===== config.mk =====
export PLATFORM = sky130hd
export DESIGN_NAME = mem_port_arbiter
export DESIGN_NICKNAME = d
export VERILOG_FILES = /design/src/rtl/mem_arb_pkg.sv /design/src/rtl/arb_rr_pick.sv /design/src/rtl/mem_port_arbiter.sv
export SDC_FILE = /design/constraint.sdc
export NUM_CORES = 1
export LEC_CHECK = 0
export ABC_AREA = 1
export CORE_AREA = 2 2 107 109
export DETAILED_ROUTE_END_ITERATION = 6
export DIE_AREA = 0 0 109 111
export PLACE_DENSITY = 0.82
export SYNTH_ARGS = -nofsm -noshare
export SYNTH_HDL_FRONTEND = slang
export SYNTH_HIERARCHICAL = 1
export SYNTH_SLANG_ARGS = --single-unit

===== constraint.sdc =====
create_clock -name clk -period 2.11 [get_ports clk]
set_clock_uncertainty 0.1 [all_clocks]
set_input_delay 0.211 -clock clk [delete_from_list [all_inputs] [get_ports clk]]
set_output_delay 0.211 -clock clk [all_outputs]
set_load 0.02 [all_outputs]

===== src/rtl/mem_arb_pkg.sv =====
// Shared types and default widths for the two-port to single-port memory arbiter.
package mem_arb_pkg;

   localparam int ADDR_W_DEF = 32;
   localparam int DATA_W_DEF = 32;

   typedef enum logic [1:0] {IDLE, SERVE_A, SERVE_B} arb_state_t;
   typedef enum logic {PORT_A, PORT_B} port_t;
   typedef enum logic {OP_READ, OP_WRITE} mem_op_t;

endpackage


===== src/rtl/arb_rr_pick.sv =====
// Combinational round-robin pick between the fetch port (A) and the data port (B).
module arb_rr_pick
   import mem_arb_pkg::*;
(
   input  logic  req_a,
   input  logic  req_b,
   input  port_t last_grant,
   output logic  grant_valid,
   output logic  conflict,
   output port_t grant
);

   always_comb begin
      grant_valid = req_a | req_b;
      conflict    = req_a & req_b;
      grant       = PORT_A;
      // On a conflict the port that did not win the previous conflict goes first.
      if (conflict) begin
         grant = (last_grant == PORT_A) ? PORT_B : PORT_A;
      end else if (req_b) begin
         grant = PORT_B;
      end
   end

endmodule


===== src/rtl/mem_port_arbiter.sv =====
// Merges the instruction-fetch port (A) and data port (B) onto one memory port.
// Handshake: a requester holds x_read/x_write with stable fields until x_resp; x_resp is a one-cycle pulse that mirrors m_resp while that port is being served, and the requester must drop its request in that cycle.
module mem_port_arbiter
   import mem_arb_pkg::*;
#(
   parameter int ADDR_W = ADDR_W_DEF,
   parameter int DATA_W = DATA_W_DEF
) (
   input  logic                clk,
   input  logic                rst,
   input  logic                a_read,
   input  logic [ADDR_W-1:0]   a_addr,
   output logic [DATA_W-1:0]   a_rdata,
   output logic                a_resp,
   input  logic                b_read,
   input  logic                b_write,
   input  logic [ADDR_W-1:0]   b_addr,
   input  logic [DATA_W-1:0]   b_wdata,
   input  logic [DATA_W/8-1:0] b_mbe,
   output logic [DATA_W-1:0]   b_rdata,
   output logic                b_resp,
   output logic                m_read,
   output logic                m_write,
   output logic [ADDR_W-1:0]   m_addr,
   output logic [DATA_W-1:0]   m_wdata,
   output logic [DATA_W/8-1:0] m_mbe,
   input  logic [DATA_W-1:0]   m_rdata,
   input  logic                m_resp,
   output arb_state_t          dbg_state
);

   localparam int MBE_W = DATA_W / 8;

   arb_state_t        state_q, state_d;
   port_t             last_grant_q, last_grant_d;
   logic              m_read_q, m_read_d;
   logic              m_write_q, m_write_d;
   logic [ADDR_W-1:0] m_addr_q, m_addr_d;
   logic [DATA_W-1:0] m_wdata_q, m_wdata_d;
   logic [MBE_W-1:0]  m_mbe_q, m_mbe_d;

   logic    grant_valid;
   logic    conflict;
   port_t   grant;
   mem_op_t grant_op;

   arb_rr_pick u_pick (
      .req_a       (a_read),
      .req_b       (b_read | b_write),
      .last_grant  (last_grant_q),
      .grant_valid (grant_valid),
      .conflict    (conflict),
      .grant       (grant)
   );

   always_comb begin
      state_d      = state_q;
      last_grant_d = last_grant_q;
      m_read_d     = m_read_q;
      m_write_d    = m_write_q;
      m_addr_d     = m_addr_q;
      m_wdata_d    = m_wdata_q;
      m_mbe_d      = m_mbe_q;
      grant_op     = OP_READ;
      a_resp       = 1'b0;
      b_resp       = 1'b0;

      case (state_q)
         IDLE: begin
            if (grant_valid) begin
               if (conflict) begin
                  last_grant_d = grant;
               end
               if (grant == PORT_A) begin
                  state_d   = SERVE_A;
                  m_addr_d  = a_addr;
                  m_wdata_d = '0;
                  m_mbe_d   = '1;
                  grant_op  = OP_READ;
               end else begin
                  state_d   = SERVE_B;
                  m_addr_d  = b_addr;
                  m_wdata_d = b_wdata;
                  m_mbe_d   = b_mbe;
                  // A simultaneous read+write from B is resolved as a write.
                  grant_op  = b_write ? OP_WRITE : OP_READ;
               end
               m_read_d  = (grant_op == OP_READ);
               m_write_d = (grant_op == OP_WRITE);
            end
         end
         SERVE_A: begin
            if (m_resp) begin
               a_resp    = 1'b1;
               state_d   = IDLE;
               m_read_d  = 1'b0;
               m_write_d = 1'b0;
            end
         end
         SERVE_B: begin
            if (m_resp) begin
               b_resp    = 1'b1;
               state_d   = IDLE;
               m_read_d  = 1'b0;
               m_write_d = 1'b0;
            end
         end
         default: begin
            state_d   = IDLE;
            m_read_d  = 1'b0;
            m_write_d = 1'b0;
         end
      endcase
   end

   always_ff @(posedge clk or negedge rst) begin
      if (!rst) begin
         state_q      <= IDLE;
         last_grant_q <= PORT_A;
         m_read_q     <= 1'b0;
         m_write_q    <= 1'b0;
         m_addr_q     <= '0;
         m_wdata_q    <= '0;
         m_mbe_q      <= '0;
      end else begin
         state_q      <= state_d;
         last_grant_q <= last_grant_d;
         m_read_q     <= m_read_d;
         m_write_q    <= m_write_d;
         m_addr_q     <= m_addr_d;
         m_wdata_q    <= m_wdata_d;
         m_mbe_q      <= m_mbe_d;
      end
   end

   assign m_read    = m_read_q;
   assign m_write   = m_write_q;
   assign m_addr    = m_addr_q;
   assign m_wdata   = m_wdata_q;
   assign m_mbe     = m_mbe_q;
   assign a_rdata   = m_rdata;
   assign b_rdata   = m_rdata;
   assign dbg_state = state_q;

endmodule


==> results of run 1 <==
[placed cells by master (no fill, tap or decap), drive strengths merged]
| master | count |
|---|---|
| clkdlybuf4s50 | 178 |
| or2 | 2 |
| o21ai | 36 |
| inv | 10 |
| nor2 | 12 |
| ha | 4 |
| nand3 | 3 |
| nand2 | 273 |
| clkbuf | 11 |
| clkinv | 1 |
| dlygate4sd3 | 1 |
| a21oi | 1 |
| bufinv | 3 |
| clkinvlp | 1 |
| buf | 9 |
| dfrtp | 73 |
[state kept, by name (all words and copies together) (netlist names)]
signal,cells
m_read,1
m_write,1
dbg_state,2
last_grant_q,1
m_mbe,4
m_wdata,32
m_addr,32
[layer usage]
metal | share of wire, % | routed length [um] | vias up
met2 | 47 | 4643 | 157
met1 | 40 | 3928 | 1519
met3 | 10 | 1019 | 24
met5 | 0 | 0 | -
met4 | 2.0 | 199 | 0
li1 | - | - | 1685
[cell families (layout without fill, tap and decap cells)]
kind of cell | count (synthesis) | after routing
compound gates | 37 | 37
simple gates | 290 | 290
flops | 73 | 73
buf+inv | 99 | 214
fa+ha+maj | 4 | 4
[worst max path at each step]
stage / startpoint / slack (ns) / depth (start not counted) / endpoint
after CTS: dbg_state[1] / 0.09 / 5 / a_resp
after floorplan: dbg_state[0] / 0.57 / 5 / m_wdata[10]
final: dbg_state[1] / 0.11 / 5 / a_resp
after global placement: b_write / 0.09 / 8 / m_mbe[0]
after detailed placement: b_write / 0.05 / 6 / m_wdata[0]
after global routing: dbg_state[0] / 0.03 / 5 / b_resp
[cell type report]
| cell class | instances | area [um2] | area share, % |
|---|---|---|---|
| multi-input combinational | 331 | 1354 | 23.90 |
| tap | 143 | 178.9 | 3.159 |
| sequential | 73 | 1827 | 32.25 |
| clock buffer | 11 | 242.7 | 4.285 |
| clock inverter | 5 | 102.6 | 1.811 |
| timing repair buffer | 188 | 1922 | 33.93 |
| inverter | 10 | 37.54 | 0.6627 |
[report_power, final]
part	switching, mW	internal (mW)
logic	2.19	1.77
registers	0.367	2.03
clock network	0.546	1.18
total	3.11	4.98
[timing repair]
| item | 4_1_cts | 5_1_grt |
|---|---|---|
| buffers inserted | 0 | 0 |
| hold buffers | 1 | 0 |
| hold endpoints to repair | 73 | 0 |
==> metrics.log, run 1 <==
INFO  metric grt_util_met2 = 26.50%
INFO  metric average_footprint_of_a_synthesized_cell = 7.661 um2
INFO  metric synth_warnings = 6
INFO  metric worst_r2r_endpoint = m_mbe[0]
INFO  metric synth_compound_area_share = roughly 4.8%
INFO  metric filler_cell_count = 1014
INFO  metric critPathMostFrequentCell = inv_1
INFO  metric max_stage_delay = around 0.59 ns
INFO  metric grt_util_all_layers = 16.24%
INFO  metric synthTopCellsByArea = dfrtp_1 47%, nand2_1 26%, buf_4 14%
INFO  metric mux_contribution_to_synthesized_area = 0%
INFO  metric start_kind = flop
INFO  metric io-pin-count = 276
INFO  metric vdd.ir_drop.worst = 0.6449 mV
INFO  metric postSynthNetCount = 645
INFO  metric fin_ws = about 0.11 ns
INFO  metric synth_seq_cells = 73
INFO  metric grt_overflow_total = 0
INFO  metric first_global_vias = 3265
INFO  metric r2r_cells = 7
INFO  metric reg2reg_setup_slack = 0.53 ns
INFO  metric cap_violations = 0
INFO  metric clk_path_buf_depth = 2
INFO  metric whs = 0.3220 ns
INFO  metric synth_top_area_cell = dfrtp_1
INFO  metric placement.cell_area = roughly 0.0053 mm2
INFO  metric grt_util_met3 = between 6 and 7%
INFO  metric floorplan.rows = 39
INFO  metric yosys.area.top_type_share = between 40 and 50%
INFO  metric detailroute.via_count = 3385
INFO  metric detailed_route_wire_length = 9.791 mm
INFO  metric floorplan.die.height = roughly 110 um
INFO  metric synth_top_family_by_area = simple AND/OR/NAND/NOR gates
INFO  metric holdCritStartpoint = m_rdata[2]
INFO  metric worst_flop_to_flop_path_startpoint = dbg_state[1]
INFO  metric hold-path-endpoint = b_rdata[2]
INFO  metric pre_cts_ws = around 0.05 ns
INFO  metric ctsRootBufferMaster = clkbuf_16
INFO  metric hold_path_depth = 0
INFO  metric seq_area_frac_synth = 47.40%
INFO  metric synth-simple-area-share = between 20 and 30%
INFO  metric synth_commonest_cells = 271 x nand2_1, 73 x dfrtp_1, 71 x buf_4
INFO  metric synth_edf_count = 0
INFO  metric finalWeightedCongestion = 0.7979
INFO  metric fin_nets = about 760
INFO  metric die_w = 109 um
INFO  metric finish.cell_count_without_fillers = 761
INFO  metric crit_slowest_cell = clkdlybuf4s50_1
INFO  metric cts_tree = built
INFO  metric grt-busiest-layer = met2
INFO  metric cp_arrival = 1.69 ns
INFO  metric dpl.cell_count = 744
INFO  metric drt_pass1_iterations = 4
INFO  metric initial_antenna_violation_count = 0
INFO  metric number_of_unique_standard_cell_types_used_by_synthesis = 18
INFO  metric detailedPlacementHpwl = 7.282 mm
INFO  metric final_min_period_over_clock_period = 94.79%
INFO  metric post_synth_xor_area_fraction = 0%
INFO  metric insertion_delay = about 0.32 ns
INFO  metric number_of_h_tree_levels = 3
INFO  metric cts-buffers-inserted = 9
INFO  metric highest_net_fanout_along_the_worst_path = 4
INFO  metric leakage = 2.730 nW
INFO  metric critical_path_required = approximately 1.8 ns
INFO  metric worst_max_slew_pin_slew = 0.3846 ns
INFO  metric timing.final.max_slew_violations = 0
INFO  metric path_buf_inv = 3
INFO  metric relSlewSlack = 74.36%
INFO  metric floorplan.initialDensity = 34.79%
INFO  metric post-layout-total-power = 8.087 mW
INFO  metric clkTransAtPathRegs = 0.06 ns
INFO  metric post_cts_resize_count = 0
INFO  metric design.core.area = between 0.01 and 0.015 mm2
INFO  metric timing_worst_setup_path_type = flop to output pin
INFO  metric insertedDiodeCount = 0
INFO  metric worstSetupEndpointType = output pin
INFO  metric ant_nets = 0
INFO  metric result_of_the_run = finished, final reports clean
INFO  metric timing.setup.tns = 0 ns
INFO  metric routed_wire_length_per_instance = 12.87 um
INFO  metric setup-violations-final = 0
INFO  metric grt_pass1_wl = ~15 mm
INFO  metric clkSinkCount = between 70 and 80
INFO  metric area_growth = 46.98%
INFO  metric post_layout_util = 51.14%
INFO  metric initialDrtViolationCount = between 100 and 150
INFO  metric postLayoutCellArea = 0.005664 mm2
INFO  metric period_needed = 2.000 ns
INFO  metric global_route.usage.met1 = approximately a fifth
INFO  metric ys_async_sr_fraction = 100.0%
INFO  metric die_area = 0.01210 mm2
INFO  metric syn_area = 0.003854 mm2
INFO  metric total_of_buffers_placed_on_input_and_output_ports = around 180
INFO  metric worstPathCellList = inv_1 > ha_1 > nand2_1 > inv_1 > clkdlybuf4s50_1
INFO  metric setup_repair_after_global_routing_missed_its_margin = no
INFO  metric worstHoldPathType = primary input to output pin
INFO  metric ys.flop_type = dfrtp_1
INFO  metric largest_net_degree_at_the_start_of_global_routing = 74
INFO  metric route.detailed.vias_per_inst = 4.448
INFO  metric fmax = 500.0 MHz
INFO  metric post-synth-top-count-cell = nand2_1
INFO  metric timing.critical_path.max_delay_family = buffers and inverters
INFO  metric drt_drc_violations_left = 0
INFO  metric pwr_density_cell = 1428 mW/mm2
INFO  metric layout-drive-gt1-share = 4.854%
INFO  metric final_hold_viol_count = 0
INFO  metric post_synth_inst_count = 503
INFO  metric synth-adder-area-share = 1.299%
Power figures use the tool's default switching activity.
==> run 2: changes to the inputs <==
Settings changed: SKIP_LAST_GASP from default to 1.
==> results of run 2 <==
No change in the layout: final DEF, timing and power equal those of run 1.
==> run 3: changes to the inputs <==
Settings changed: HOLD_SLACK_MARGIN from default to 0.02.
==> results of run 3 <==
No change in the layout: final DEF, timing and power equal those of run 1.
==> edit (settings of run 1) <==
Set the package constant `DATA_W_DEF` to 24 (it was 32).
--- a/src/rtl/mem_arb_pkg.sv
+++ b/src/rtl/mem_arb_pkg.sv
@@ -2,7 +2,7 @@
 package mem_arb_pkg;
 
    localparam int ADDR_W_DEF = 32;
-   localparam int DATA_W_DEF = 32;
+   localparam int DATA_W_DEF = 24;
 
    typedef enum logic [1:0] {IDLE, SERVE_A, SERVE_B} arb_state_t;
    typedef enum logic {PORT_A, PORT_B} port_t;
Ports: changed (7 resized); port bits go from 276 to 234. No check against the original RTL was run, so the function may have changed too.
==> edit against run 1 <==
Routed wire length is 7.2% lower; sequential share of layout area is 0.68 points lower; power is 11% lower; final cell count is 7.5% lower; core utilization is 5.3 points lower; cell area is 10% lower; setup slack worse by 4.4 ps; register-to-register slack worse by 150 ps; sequential power is 12% lower; via count is 9.8% lower; sequential cell count is 9 lower; synthesized area is 12% lower; global-route usage is 0.94 points lower.
==> edit: results (changes against run 1) <==
post-synth top area share 47.4% (about the same); register area share after synthesis 47.4% (about the same); Commonest cells post-synth nand2_1, dfrtp_1, buf_4; Worst Tran Pin Value 788 ps (+404 ps); Post-Syn Instances 447 (-11%); Post-DP HPWL 6770 um (-7.1%); largest net degree at the start of global routing 57 (-23%); leakage 2.46 nW (-9.9%); Sw Ratio 39.1% (+0.68 points); Pre-antenna DRT Iters 4 (unchanged); net count after synthesis 572 (-11%); GR Util met3 4.00% (-2.9 points); Max Cap Viol 0 (unchanged); worst hold path class input port to primary output; compound-cell area share of the yosys netlist 4.29% (-0.51 points); WL final 9090 um (-7.2%); VDD IR max 0.000675 V (+4.6%); via/cell ratio 4.34 (-2.5%); Netlist cell types 16 (-2); routability cong. 0.770 (-3.5%); # nets final 681 (-9.8%); # fillers 1053 (+3.8%); met2 Use GR 26.7% (+0.25 points); layout cells sized above 1 4.63% (-0.22 points); Synth area leaders dfrtp_1, nand2_1, buf_4; met1 usage 17.6% (-1.1 points); Initial DRC Count 99 (-33%); run status finished, final reports clean; input/output buffers 161 (-10%)
==> edit: changes by cell type after synthesis, sizes merged <==
cell / delta
dfrtp: -9
nor2: -3
nand2: -16
o21ai: -8
clkbuf: -1
buf: -19
==> edit: cell families after synthesis <==
| logic type | after synthesis |
|---|---|
| AO/OA/AOI/OAI | 29 |
| buffers and inverters | 79 |
| flip-flops | 64 |
| AND/OR/NAND/NOR | 271 |
| adder cells (fa/ha/maj) | 4 |
==> edit: area by class of cell <==
| type | count | share of cell area (%) |
|---|---|---|
| Clock buffer | 11 | 4.79 |
| Clock inverter | 5 | 1.58 |
| Inverter | 10 | 0.839 |
| Multi-Input combinational cell | 304 | 24.3 |
| Sequential cell | 64 | 31.6 |
| Tap cell | 143 | 3.53 |
| Timing Repair Buffer | 167 | 33.3 |
==> edit: power groups by stage <==
stage | Clock, mW | Combinational, mW | Sequential, mW
floorplan | 0 | 1.43 | 2.74
global placement | 0 | 3.44 | 2.10
detailed placement | 0 | 3.53 | 2.12
CTS | 1.64 | 3.53 | 2.12
global route | 1.71 | 3.82 | 2.18
finish | 1.59 | 3.49 | 2.11
==> edit: final timing paths <==
check                      cells past startpoint     endpoint  slack [ps]         start
max reg2reg                                    7     m_mbe[1]         380  dbg_state[0]
max                                            5       a_resp         110  dbg_state[1]
min in group asynchronous                      2  m_wdata[17]         420           rst
min                                            0   a_rdata[5]         320    m_rdata[5]
max in group asynchronous                      3     m_mbe[0]         850           rst
min reg2reg                                    2   m_addr[27]         380    m_addr[27]
==> edit: critical path, cell delays in order (launching register included) <==
cell	delay, ps
dfrtp_1	410
inv_1	120
ha_1	160
nand2_1	50
inv_1	50
clkdlybuf4s50_1	600
==> edit: metrics by stage <==
stage / cell area [um2] / setup slack (ps) / power (mW) / std cells / hold WS, ps
after CTS: 5070 / 83.6 / 7.29 / 704 / 322
after global placement: 4740 / 126 / 5.54 / 687 / 220
final: 5070 / 105 / 7.19 / 704 / 322
after global routing: 5070 / 22.1 / 7.70 / 704 / 322
after floorplan: 3380 / 652 / 4.17 / 447 / -185
after detailed placement: 4740 / 78.0 / 5.65 / 687 / 239
==> edit: metal layers <==
metal / share of wire (%) / wire length, um
met3: 5.6 / 512
met5: 0 / 0
met1: 40 / 3640
met2: 52 / 4750
met4: 2.0 / 178
